--- src/rtl/rwmem_be_clr.sv ---
// Single-port scratchpad: byte-lane writes, registered read with valid strobe,
// selectable read-during-write policy and a sequential zero-clear engine.
module rwmem_be_clr #(
  parameter int DATA_W     = 16,
  parameter int ADDR_W     = 4,
  parameter int BYTE_W     = 8,
  parameter int RDW_MODE   = 0,
  parameter int CLR_ON_RST = 1
) (
  input  logic                       clk,
  input  logic                       rst_n,
  input  logic [ADDR_W-1:0]          addr,
  input  logic [DATA_W-1:0]          din,
  input  logic                       we,
  input  logic [DATA_W/BYTE_W-1:0]   be,
  input  logic                       re,
  input  logic                       clr,
  output logic [DATA_W-1:0]          dout,
  output logic                       dout_valid,
  output logic                       busy
);

  localparam int NB    = DATA_W / BYTE_W;
  localparam int DEPTH = 1 << ADDR_W;
  localparam logic [ADDR_W-1:0] LAST_ADDR = ADDR_W'(DEPTH - 1);

  generate
    if (DATA_W % BYTE_W != 0) begin : g_bad_width
      $error("rwmem_be_clr: DATA_W must be a multiple of BYTE_W");
    end
  endgenerate

  typedef enum logic {ST_IDLE, ST_CLEAR} state_t;

  state_t              state_reg;
  logic [ADDR_W-1:0]   cnt_reg;
  logic [DATA_W-1:0]   dout_reg;
  logic                dout_valid_reg;
  logic                busy_reg;

  logic [DATA_W-1:0]   mem [DEPTH];

  logic                clearing;
  logic                host_wr;
  logic [ADDR_W-1:0]   wr_addr;
  logic [NB-1:0]       lane_we;
  logic [DATA_W-1:0]   wr_data;
  logic [DATA_W-1:0]   rd_old;
  logic [DATA_W-1:0]   rd_merged;
  logic [DATA_W-1:0]   rd_next;

  // clr in IDLE pre-empts any host access issued in the same cycle
  assign clearing = (state_reg == ST_CLEAR);
  assign host_wr  = (state_reg == ST_IDLE) && !clr && we;
  assign wr_addr  = clearing ? cnt_reg : addr;
  assign rd_old   = mem[addr];

  for (genvar gi = 0; gi < NB; gi++) begin : g_lane
    assign lane_we[gi] = clearing | (host_wr & be[gi]);
    assign wr_data[gi*BYTE_W +: BYTE_W] =
      clearing ? '0 : din[gi*BYTE_W +: BYTE_W];
    assign rd_merged[gi*BYTE_W +: BYTE_W] =
      (host_wr & be[gi]) ? din[gi*BYTE_W +: BYTE_W] : rd_old[gi*BYTE_W +: BYTE_W];
  end

  // Write-first returns the word as it will look after this edge's write
  assign rd_next = (RDW_MODE != 0) ? rd_merged : rd_old;

  always_ff @(posedge clk) begin
    for (int i = 0; i < NB; i++) begin
      if (lane_we[i]) begin
        mem[wr_addr][i*BYTE_W +: BYTE_W] <= wr_data[i*BYTE_W +: BYTE_W];
      end
    end
  end

  always_ff @(posedge clk or negedge rst_n) begin
    if (!rst_n) begin
      state_reg      <= (CLR_ON_RST != 0) ? ST_CLEAR : ST_IDLE;
      busy_reg       <= (CLR_ON_RST != 0);
      cnt_reg        <= '0;
      dout_reg       <= '0;
      dout_valid_reg <= 1'b0;
    end else begin
      dout_valid_reg <= 1'b0;
      case (state_reg)
        ST_CLEAR: begin
          if (cnt_reg == LAST_ADDR) begin
            state_reg <= ST_IDLE;
            busy_reg  <= 1'b0;
            cnt_reg   <= '0;
          end else begin
            cnt_reg <= cnt_reg + 1'b1;
          end
        end
        default: begin
          if (clr) begin
            state_reg <= ST_CLEAR;
            busy_reg  <= 1'b1;
            cnt_reg   <= '0;
          end else if (re) begin
            dout_reg       <= rd_next;
            dout_valid_reg <= 1'b1;
          end
        end
      endcase
    end
  end

  assign dout       = dout_reg;
  assign dout_valid = dout_valid_reg;
  assign busy       = busy_reg;

endmodule

--- config.mk ---
export PLATFORM = sky130hd
export DESIGN_NAME = rwmem_be_clr
export DESIGN_NICKNAME = d
export VERILOG_FILES = /design/src/rtl/rwmem_be_clr.sv
export SDC_FILE = /design/constraint.sdc
export NUM_CORES = 1
export LEC_CHECK = 0
export BUFFER_PORTS_ARGS = -buffer_cell sky130_fd_sc_hd__buf_2
export CAP_MARGIN = 20
export CORE_MARGIN = 4
export CORE_UTILIZATION = 66
export DETAILED_ROUTE_END_ITERATION = 16
export PLACE_DENSITY = 0.94
export SLEW_MARGIN = 20
export SYNTH_ARGS = -nofsm -noshare
export SYNTH_HDL_FRONTEND = slang
export SYNTH_SLANG_ARGS = --single-unit
--- constraint.sdc ---
create_clock -name clk -period 3.15 [get_ports clk]
set_input_delay 0.4725 -clock clk [delete_from_list [all_inputs] [get_ports clk]]
set_output_delay 0.4725 -clock clk [all_outputs]
set_load 0.005 [all_outputs]
* Word level (Yosys, flattened, before mapping)
Memory sizes are Yosys's and may differ from the RTL's. A register that Yosys moved wholly into a read port is not among the register bits. Index checks and enable logic that the tools add are counted.
Storage, ports and cells: bits in registers 7, latch bits 0, RAM bits 256, memory bits (read-only) 0, input port bits 27, output and inout port bits 18, word-level logic and storage cells 40, memories kept 1
Memory list:
- mem | words 16, bits a word 16, rd ports 1, clocked after memory_dff 1, write ports 1, RTL line 41 | logic [DATA_W-1:0] mem [DEPTH];
Operators by class: $add $sub $neg 1, multiply operators 0, divide/modulo/power cells 0, order comparisons 0, equal/unequal tests 2, shift operators 0, multiplexer cells 19, bitwise operators 6, reductions and logical operators 7
Operators by type and width (count):
- 2-to-1 mux 4 bit | 4
- 2-to-1 mux 8 bit | 2
- 2-to-1 mux 1 bit | 13
- adder 4 x 1 -> 4 bit (second input constant) | 1
- == test 4 bit (second input constant) | 1
- AND reduction 3 bit | 1
- bitwise AND 1 bit | 2
- logical AND 1 bit | 2
- zero test 1 bit | 2
- != test 2 x 1 -> 1 bit (second input constant) | 1
- inverter 1 bit | 2
- bitwise OR 1 bit | 2
- AND reduction 2 bit | 1
- nonzero test 2 bit | 1

* Longest topological paths before layout
Gate-level depths: netlist (run 1).
word-level depth 7, mapped depth 8

* Worst setup path after synthesis (run 1)
OpenSTA, ideal clock, no wires.
path type input port to flip-flop, start input port addr[2], end memory mem[7][0] (enable), arrival 1872 ps, setup slack 908 ps, stages 6, path buffers 2, cell sequence clkbuf_1 -> buf_2 -> inv_2 -> o32ai_1 -> nand2_1 -> nor2_1
On the way: cells in the longest elaborated chain, start to end 1
RTL lines:
- start: declaration | RTL line 12 | input logic [ADDR_W-1:0] addr,
- 2-to-1 mux 4 bit | RTL line 55 | assign wr_addr = clearing ? cnt_reg : addr;
- end: declaration | RTL line 41
Every way passes these cells.

* Worst setup path in the final report (run 1)
start register state_reg (netlist: clearing), end memory mem[7][1] (enable)
On the way: cells in the longest elaborated chain, start to end 7, elaborated cells on any way between the ends 8
RTL lines:
- start: declaration | RTL line 35 | state_t state_reg;
- start signal: assignment | RTL line 79 | state_reg <= (CLR_ON_RST != 0) ? ST_CLEAR : ST_IDLE;
- inverter 1 bit (no source line)
- logical AND 1 bit (2 in series) | RTL line 54 | assign host_wr = (state_reg == ST_IDLE) && !clr && we;
- bitwise AND 1 bit
- bitwise OR 1 bit | RTL line 59 | assign lane_we[gi] = clearing | (host_wr & be[gi]);
- 2-to-1 mux 1 bit | RTL line 71 | if (lane_we[i]) begin
- 2-to-1 mux 1 bit (not written as such) | RTL line 72 | mem[wr_addr][i*BYTE_W +: BYTE_W] <= wr_data[i*BYTE_W +: BYTE_W];
Several ways; a longest one is shown, not always the timed one.

==> results.py, run 1 <==
metrics = {
    "die": {
        "fp.dieW_um": 137,
        "die_h_um": 137,
        "start_util_pct": 68.1,
        "die_area_um2": 18800,
        "ioPinCount": 45,
        "rows": 46,
        "core-area_um2": 16100,
    },
    "worst_setup_path": {
        "crit_arrival_ps": 3050,
        "critical_path.top_delay_family": "flip-flops",
        "path_buf_inv": 2,
        "cp-end-kind": "flop",
        "r2r_cells": 5,
        "crit_fanout": 28,
        "worstPathRequired_ps": 3420,
        "cpPeakStageDelay_ps": 890,
        "r2r_start": "clearing$_DFF_PN1_",
        "cp_cell_sequence": "buf_4, nor2_1, a31oi_1, nor2_1, buf_4",
        "regToRegSetupSlack_ps": 370,
        "cpMaxStageDelayCell": "dfstp_2",
        "path_class": "flop to flop",
        "r2r_end": "mem[7][1]$_DFFE_PP_",
        "start_kind": "flop",
    },
    "cts": {
        "htree_levels": 1,
        "clk_pin_slew_ps": 60,
        "clock_sinks": 279,
        "clk_path_buf_depth": 3,
        "clockRootBuffer": "clkbuf_16",
        "postCtsHoldBufs": 1,
        "clk_latency_ps": 530,
        "cts_setup_buffers": 0,
        "tritoncts": "yes",
        "numCtsBuffers": 26,
        "cts-resized-gates": 0,
    },
    "placed_design": {
        "portBuffers": 44,
        "place_congestion": 0.841,
        "placed_cell_area_um2": 11600,
        "dp_hpwl_mm": 14.7,
        "placed_cells_incl_taps": 812,
        "dp_slack_ps": 299,
    },
    "job": {
        "max-cap-violations": 0,
    },
    "pwr": {
        "p_sw_mw": 2.90,
        "max-vdd-ir-drop_mv": 0.491,
        "pwr-share-seq_pct": 51.6,
        "p_total_mw": 10.3,
        "switching_share_pct": 28.0,
        "powerDensity_nw_per_um2": 832,
        "p_clk_share_pct": 28.7,
        "p_comb_share_pct": 19.7,
        "leakagePower_nw": 4.34,
        "intPower_mw": 7.45,
    },
    "timing": {
        "setup_slack_ps": 371,
        "slew_headroom_pct": 23.4,
        "layout_min_cycle_time_ps": 2780,
        "hold_slack_ps": 293,
        "finalHoldViolCount": 0,
        "setup_tns_ps": 0,
        "slew_violations": 0,
        "fmax_ghz": 0.360,
        "setup_viol": 0,
        "skew_ps": 13.8,
        "worst_pin_slew_ps": 1150,
        "period_share_pct": 88.2,
        "rsz0062_at_grt": "false",
    },
    "synthesis": {
        "synth_warnings": 0,
        "async_flop_share_pct": 8.24,
        "synth-seq-area-share_pct": 75.3,
        "syn_avg_cell_area_um2": 20.1,
        "syn_inst": 547,
        "synthFlopType": "edfxtp_1",
        "synth_edf_count": 256,
        "synth_cell_types": 38,
        "syn_area_um2": 11000,
        "synth-seq-cells": 279,
        "synth_fp_nets": 575,
    },
    "grt": {
        "antenna_found_initial": 0,
        "track_usage_pct": 28.0,
        "grt_max_degree": 60,
        "grt_overflow": 0,
        "grt_pass1_vias": 6013,
        "grt_first_pass_wirelength_mm": 38.0,
    },
    "route": {
        "via_per_inst": 6.94,
        "wl_mm": 25.1,
        "drc": 0,
        "ant_nets": 0,
        "dr_total_vias": 5987,
        "drt_iter0_drc": 1038,
        "drt-pass1-iter-count": 5,
        "wl_per_cell_um": 29.1,
    },
    "cells_and_area": {
        "drive_above_1_share_pct": 32.5,
        "postLayoutCoreUtil_pct": 77.2,
        "largest_reg_flops": 256,
        "fin_area_um2": 12400,
        "final_cells": 863,
        "layout_commonest_cell": "edfxtp_1",
        "nets": 654,
        "syn2layout_area_growth_pct": 13.3,
        "final_cell_mix": "256 x edfxtp_1, 62 x mux4_2, 43 x buf_2, 37 x nor2_1, 34 x buf_4",
    },
    "worst_hold_path": {
        "hold_depth": 3,
        "holdPathEnd": "clearing$_DFF_PN1_",
        "hp-start": "clr",
        "hp-class": "input pin to flop",
    },
    "status": {
        "status": "finished clean",
    },
}
-- Yosys cell counts, types with 2 or more instances --
cell	instances	share of area (%)
mux2_2	15	1.5
a22oi_1	16	1.1
clkbuf_1	9	0.31
inv_1	4	0.14
a31oi_1	2	0.11
inv_2	2	0.068
nand2b_1	4	0.23
nor2_1	37	1.3
o21ai_0	8	0.36
a2bb2oi_1	2	0.16
dfstp_2	2	0.48
edfxtp_1	256	70
nand2_1	15	0.51
o21ai_1	11	0.50
o32ai_1	2	0.16
o31ai_1	2	0.14
buf_6	4	0.41
nor2b_1	18	1.0
buf_4	5	0.34
dfrtp_1	21	4.8
mux2i_1	19	1.7
a21o_1	3	0.21
buf_2	9	0.41
o32a_1	2	0.18
nand3_1	4	0.18
mux4_2	62	13
a21oi_1	2	0.091
-- layout make-up --
cell class                 count  area [um^2]
fill                         760         3680
clock inverter                12         80.1
multi-input combinational    234         2560
timing repair buffer          79          508
antenna                        1         2.50
sequential                   279         8270
inverter                       6         22.5
tap                          216          270
clock buffer                  36          729
-- power by group through the flow --
stage                     clock network (mW)  registers, mW  logic [mW]
after floorplan                            0           5.24        1.16
after global routing                    3.17           5.38        2.14
after global placement                     0           5.30        1.75
after CTS                               2.98           5.32        1.98
after detailed placement                   0           5.36        1.90
final                                   2.97           5.33        2.04
-- per-layer routing --
layer	share of wire [%]	track usage [%]	routed length (um)
met4	4.4	10.4	1120
met2	49	43.7	12200
met1	36	40.8	9020
met3	11	5.00	2760
met5	0	0	0
-- tightest hold or removal path, delay by kind of cell --
family                 cells  cell delay [ps]
buffers and inverters      1              170
AND/OR/NAND/NOR            1              100
AO/OA/AOI/OAI              1               50
-- cells by family (layout without fill, tap and decap cells) --
group	Yosys count	in the layout	share of synthesized area, %
compound gates	53	53	3.22
xor+xnor	1	1	0.0798
fa+ha+maj	1	1	0.114
buf+inv	34	133	1.71
flops	279	279	75.3
mux	96	96	16.0
other cells	0	1	0
simple gates	83	83	3.62
-- how the worst max path moves through the flow --
stage / cells after the start / startpoint / endpoint
6_report: 5 / clearing$_DFF_PN1_ / mem[7][1]$_DFFE_PP_
5_1_grt: 5 / clearing$_DFF_PN1_ / mem[7][2]$_DFFE_PP_
4_1_cts: 5 / clearing$_DFF_PN1_ / mem[7][1]$_DFFE_PP_
3_5_place_dp: 3 / addr[1] / mem[2][1]$_DFFE_PP_
3_3_place_gp: 3 / addr[1] / mem[2][4]$_DFFE_PP_
2_1_floorplan: 6 / addr[2] / mem[7][0]$_DFFE_PP_
No activity file was read; power rests on OpenSTA's default activity.
==> run 2: changes to the inputs <==
--- a/config.mk
+++ b/config.mk
@@ -7,6 +7,7 @@
 export LEC_CHECK = 0
 export BUFFER_PORTS_ARGS = -buffer_cell sky130_fd_sc_hd__buf_2
 export CAP_MARGIN = 20
+export CORE_ASPECT_RATIO = 0.9
 export CORE_MARGIN = 4
 export CORE_UTILIZATION = 66
 export DETAILED_ROUTE_END_ITERATION = 16
==> results.py, run 2 (synthesis gave the netlist of run 1 again) <==
metrics = {
    "status": {
        "status": "finished clean",
    },
    "route": {
        "via_per_inst": 6.94,
        "drt_iter0_drc": 773,
        "wl_per_cell_um": 28.7,
        "drt-pass1-iter-count": 5,
        "dr_total_vias": 5831,
        "ant_nets": 0,
        "drc": 0,
        "wl_mm": 24.1,
    },
    "timing": {
        "skew_ps": 14.8,
        "finalHoldViolCount": 0,
        "worst_pin_slew_ps": 1120,
        "hold_slack_ps": 287,
        "period_share_pct": 84.9,
        "fmax_ghz": 0.374,
        "rsz0062_at_grt": "false",
        "layout_min_cycle_time_ps": 2670,
        "slew_headroom_pct": 25.0,
        "setup_viol": 0,
        "setup_tns_ps": 0,
        "slew_violations": 0,
    },
    "grt": {
        "grt_pass1_vias": 5872,
        "grt_max_degree": 42,
        "grt_first_pass_wirelength_mm": 36.6,
        "track_usage_pct": 26.7,
        "grt_overflow": 0,
        "antenna_found_initial": 0,
    },
    "placed_design": {
        "placed_cells_incl_taps": 793,
        "portBuffers": 44,
        "place_congestion": 0.855,
        "dp_hpwl_mm": 14.5,
    },
    "worst_setup_path": {
        "crit_arrival_ps": 2830,
        "start_kind": "flop",
        "path_class": "flop to flop",
        "cp_cell_sequence": "nand2b_1, o32ai_1, nand2_1, nor2_1",
        "cpPeakStageDelay_ps": 930,
        "crit_fanout": 27,
        "cpMaxStageDelayCell": "dfstp_2",
        "cp-end-kind": "flop",
        "worstPathRequired_ps": 3310,
    },
    "cts": {
        "cts_setup_buffers": 0,
        "cts-resized-gates": 0,
        "htree_levels": 1,
        "clockRootBuffer": "clkbuf_16",
        "numCtsBuffers": 26,
        "clk_path_buf_depth": 3,
        "tritoncts": "yes",
        "clock_sinks": 279,
        "clk_pin_slew_ps": 60,
        "clk_latency_ps": 530,
    },
    "cells_and_area": {
        "drive_above_1_share_pct": 31.9,
        "insertedDiodeCount": 0,
        "final_cells": 840,
        "regArea_um2": 8270,
        "final_cell_mix": "256 x edfxtp_1, 62 x mux4_2, 43 x buf_2, 37 x nor2_1, 27 x clkbuf_16",
        "largest_reg_flops": 256,
        "nets": 643,
        "syn2layout_area_growth_pct": 12.5,
        "fill_cells": 758,
        "multiInputGateArea_um2": 2570,
        "layout_commonest_cell": "edfxtp_1",
    },
    "job": {
        "max-cap-violations": 0,
    },
    "pwr": {
        "p_total_mw": 10.3,
        "max-vdd-ir-drop_mv": 0.526,
        "leakagePower_nw": 4.28,
        "powerDensity_nw_per_um2": 830,
    },
    "die": {
        "die_area_um2": 18800,
        "core-area_um2": 16200,
        "rows": 44,
        "die_h_um": 130,
        "fp.dieW_um": 144,
        "ioPinCount": 45,
        "start_util_pct": 67.6,
    },
    "worst_hold_path": {
        "hp-class": "input pin to flop",
    },
}
run 2: cell type report:
cell class / instances / area share, %
Sequential cell: 279 / 66.9
Timing Repair Buffer: 68 / 3.38
Inverter: 6 / 0.182
Multi-Input combinational cell: 234 / 20.8
Clock buffer: 34 / 6.01
Tap cell: 207 / 2.10
Clock inverter: 12 / 0.648
run 2: metal layers:
layer  share of wire, %  vias up  GRT usage (%)
met2                 50      464           43.2
met4                3.7        0           6.98
met5                  0        -              0
met3                 10       91           5.06
met1                 36     2926           38.9
li1                   -     2350              -
run 2: repair_timing:
item | CTS | global route
setup endpoints to repair | 0 | 0
endpoints found under the hold margin | 21 | 0
hold buffers | 1 | 0
run 2: worst paths after layout:
path	end	cells after the start	slack (ps)	startpoint
min reg2reg	dout[4]$_DFFE_PN0P_	2	530	dout[4]$_DFFE_PN0P_
max reg2reg	mem[0][1]$_DFFE_PP_	4	480	clearing$_DFF_PN1_
max in group asynchronous	dout[2]$_DFFE_PN0P_	2	2230	rst_n
max	mem[0][1]$_DFFE_PP_	4	480	clearing$_DFF_PN1_
min in group asynchronous	dout[12]$_DFFE_PN0P_	2	530	rst_n
min	clearing$_DFF_PN1_	3	290	clr
run 2: report_power, final:
group | switching [mW] | total, mW | internal, mW
Sequential | 0.316 | 5.33 | 5.02
Combinational | 1.23 | 1.92 | 0.684
Clock | 1.28 | 3.00 | 1.73
run 2: stage by stage:
step | utilization (%) | instance area, um^2 | setup WS, ps
after detailed placement | 70.7 | 11500 | 452
after CTS | 75.8 | 12300 | 531
final | 76.1 | 12400 | 475
after floorplan | - | 11000 | 908
after global placement | 70.7 | 11500 | 608
after global routing | 76.1 | 12400 | 301
run 2: worst max-delay path: cells and delay by family, from the launching register on:
kind	cells	cell delay (ps)
AOI/OAI and AO/OA	1	240
DFF	1	930
and+or+nand+nor	3	1120
==> run 3: changes to the inputs <==
--- a/config.mk
+++ b/config.mk
@@ -9,9 +9,9 @@
 export CAP_MARGIN = 20
 export CORE_ASPECT_RATIO = 0.9
 export CORE_MARGIN = 4
-export CORE_UTILIZATION = 66
+export CORE_UTILIZATION = 55
 export DETAILED_ROUTE_END_ITERATION = 16
-export PLACE_DENSITY = 0.94
+export PLACE_DENSITY = 0.85
 export SLEW_MARGIN = 20
 export SYNTH_ARGS = -nofsm -noshare
 export SYNTH_HDL_FRONTEND = slang
==> constraint.sdc (replaced) <==
create_clock -name clk -period 2.19 [get_ports clk]
set_input_delay 0.3285 -clock clk [delete_from_list [all_inputs] [get_ports clk]]
set_output_delay 0.3285 -clock clk [all_outputs]
set_load 0.005 [all_outputs]
==> results.py, run 3 (synthesis gave the netlist of run 1 again) <==
metrics = {
    "cells_and_area": {
        "insertedDiodeCount": 0,
        "final_cells": 931,
        "fin_area_um2": 12800,
        "drive_above_1_share_pct": 35.8,
        "postLayoutCoreUtil_pct": 66.2,
        "layout_commonest_cell": "edfxtp_1",
        "nets": 689,
        "final_cell_mix": "256 x edfxtp_1, 67 x buf_4, 62 x mux4_2, 43 x buf_2, 31 x nor2_1",
        "fill_cells": 1127,
        "syn2layout_area_growth_pct": 16.9,
        "multiInputGateArea_um2": 2550,
        "largest_reg_flops": 256,
        "regArea_um2": 8270,
    },
    "die": {
        "die_h_um": 142,
        "start_util_pct": 56.6,
        "ioPinCount": 45,
        "die_area_um2": 22300,
        "core-area_um2": 19400,
        "fp.dieW_um": 157,
        "rows": 48,
    },
    "timing": {
        "slew_violations": 0,
        "setup_viol": 0,
        "worst_pin_slew_ps": 764,
        "setup_tns_ps": 0,
        "slew_headroom_pct": 48.9,
        "layout_min_cycle_time_ps": 2160,
        "skew_ps": 19.1,
        "fmax_ghz": 0.464,
        "rsz0062_at_grt": "true",
        "setup_slack_ps": 34.1,
        "period_share_pct": 98.4,
        "finalHoldViolCount": 0,
    },
    "cts": {
        "clk_pin_slew_ps": 60,
        "htree_levels": 1,
        "clock_sinks": 279,
        "clk_latency_ps": 530,
        "clk_path_buf_depth": 3,
        "numCtsBuffers": 26,
        "cts_setup_buffers": 0,
        "tritoncts": "yes",
        "clockRootBuffer": "clkbuf_16",
    },
    "route": {
        "wl_mm": 24.1,
        "via_per_inst": 6.37,
        "drt-pass1-iter-count": 5,
        "drt_iter0_drc": 951,
        "wl_per_cell_um": 25.9,
        "dr_total_vias": 5929,
        "drc": 0,
        "ant_nets": 0,
    },
    "job": {
        "max-cap-violations": 0,
    },
    "worst_setup_path": {
        "path_class": "flop to flop",
        "r2r_cells": 3,
        "cp-end-kind": "flop",
        "crit_arrival_ps": 2310,
        "worstPathRequired_ps": 2340,
        "crit_fanout": 8,
        "start_kind": "flop",
    },
    "status": {
        "status": "finished clean",
    },
    "placed_design": {
        "dp_slack_ps": -157,
        "placed_cells_incl_taps": 882,
        "placed_cell_area_um2": 11900,
        "place_congestion": 0.930,
        "portBuffers": 44,
        "dp_hpwl_mm": 15.2,
    },
    "worst_hold_path": {
        "hold_depth": 3,
        "hp-class": "input pin to flop",
    },
    "pwr": {
        "leakagePower_nw": 4.53,
        "max-vdd-ir-drop_mv": 0.784,
        "powerDensity_nw_per_um2": 1200,
    },
    "grt": {
        "grt_pass1_vias": 6236,
        "grt_max_degree": 32,
        "grt_first_pass_wirelength_mm": 37.8,
        "track_usage_pct": 22.7,
        "grt_overflow": 0,
        "antenna_found_initial": 0,
    },
}
## run 3: cell count changes in the layout (fill, tap and decap cells not counted), sizes merged
cell	before	now
buf	67	113
bufinv	1	4
clkbuf	34	37
clkinv	10	4
clkinvlp	1	3
## run 3: what timing repair did
action | in CTS | in global routing
gates resized for setup | 3 | 5
endpoints found under the setup margin | 79 | 87
hold buffers | 1 | 0
hold endpoints to repair | 21 | 0
pin swaps | 0 | 0
## run 3: power breakdown
group / total [mW] / switching, mW / internal [mW]
Clock: 4.67 / 1.86 / 2.81
Sequential: 7.61 / 0.410 / 7.20
Combinational: 3.12 / 1.87 / 1.26
Total: 15.4 / 4.14 / 11.3
## run 3: area by class of cell
type	count	area share, %
flip-flops and latches	279	64.4
multi-input cells	234	19.9
clock inverters	11	1.27
well taps	250	2.44
inverters	6	0.175
repair buffers	114	6.14
clock buffers	37	5.71
## run 3: metrics by stage
stage          hold WS (ps)  power (mW)
6_report                214        15.4
5_1_grt                 195        16.0
4_1_cts                 181        15.4
3_5_place_dp            344        10.7
3_3_place_gp            335        10.5
2_1_floorplan          32.9        9.21
## run 3: per-layer routing
metal	wire (um)	GRT usage [%]
met1	9160	31.8
met2	12100	37.3
met3	1920	3.53
met4	982	7.76
met5	0	0
## run 3: worst max-delay path, stage by stage, from the launching register on
cell and delay [ps]:
dfstp_2 410, buf_4 160, o32a_1 530, nor2_1 670
## run 3: worst paths after layout
kind	end	from	slack, ps
setup / recovery	mem[5][5]$_DFFE_PP_	clearing$_DFF_PN1_	30
hold reg to reg	busy$_DFFE_PN1P_	busy$_DFFE_PN1P_	540
min in group asynchronous	cnt_reg[3]$_DFFE_PN0P_	rst_n	330
hold / removal	cnt_reg[2]$_DFFE_PN0P_	clr	210
setup reg to reg	mem[5][5]$_DFFE_PP_	clearing$_DFF_PN1_	30
max in group asynchronous	dout[7]$_DFFE_PN0P_	rst_n	1480
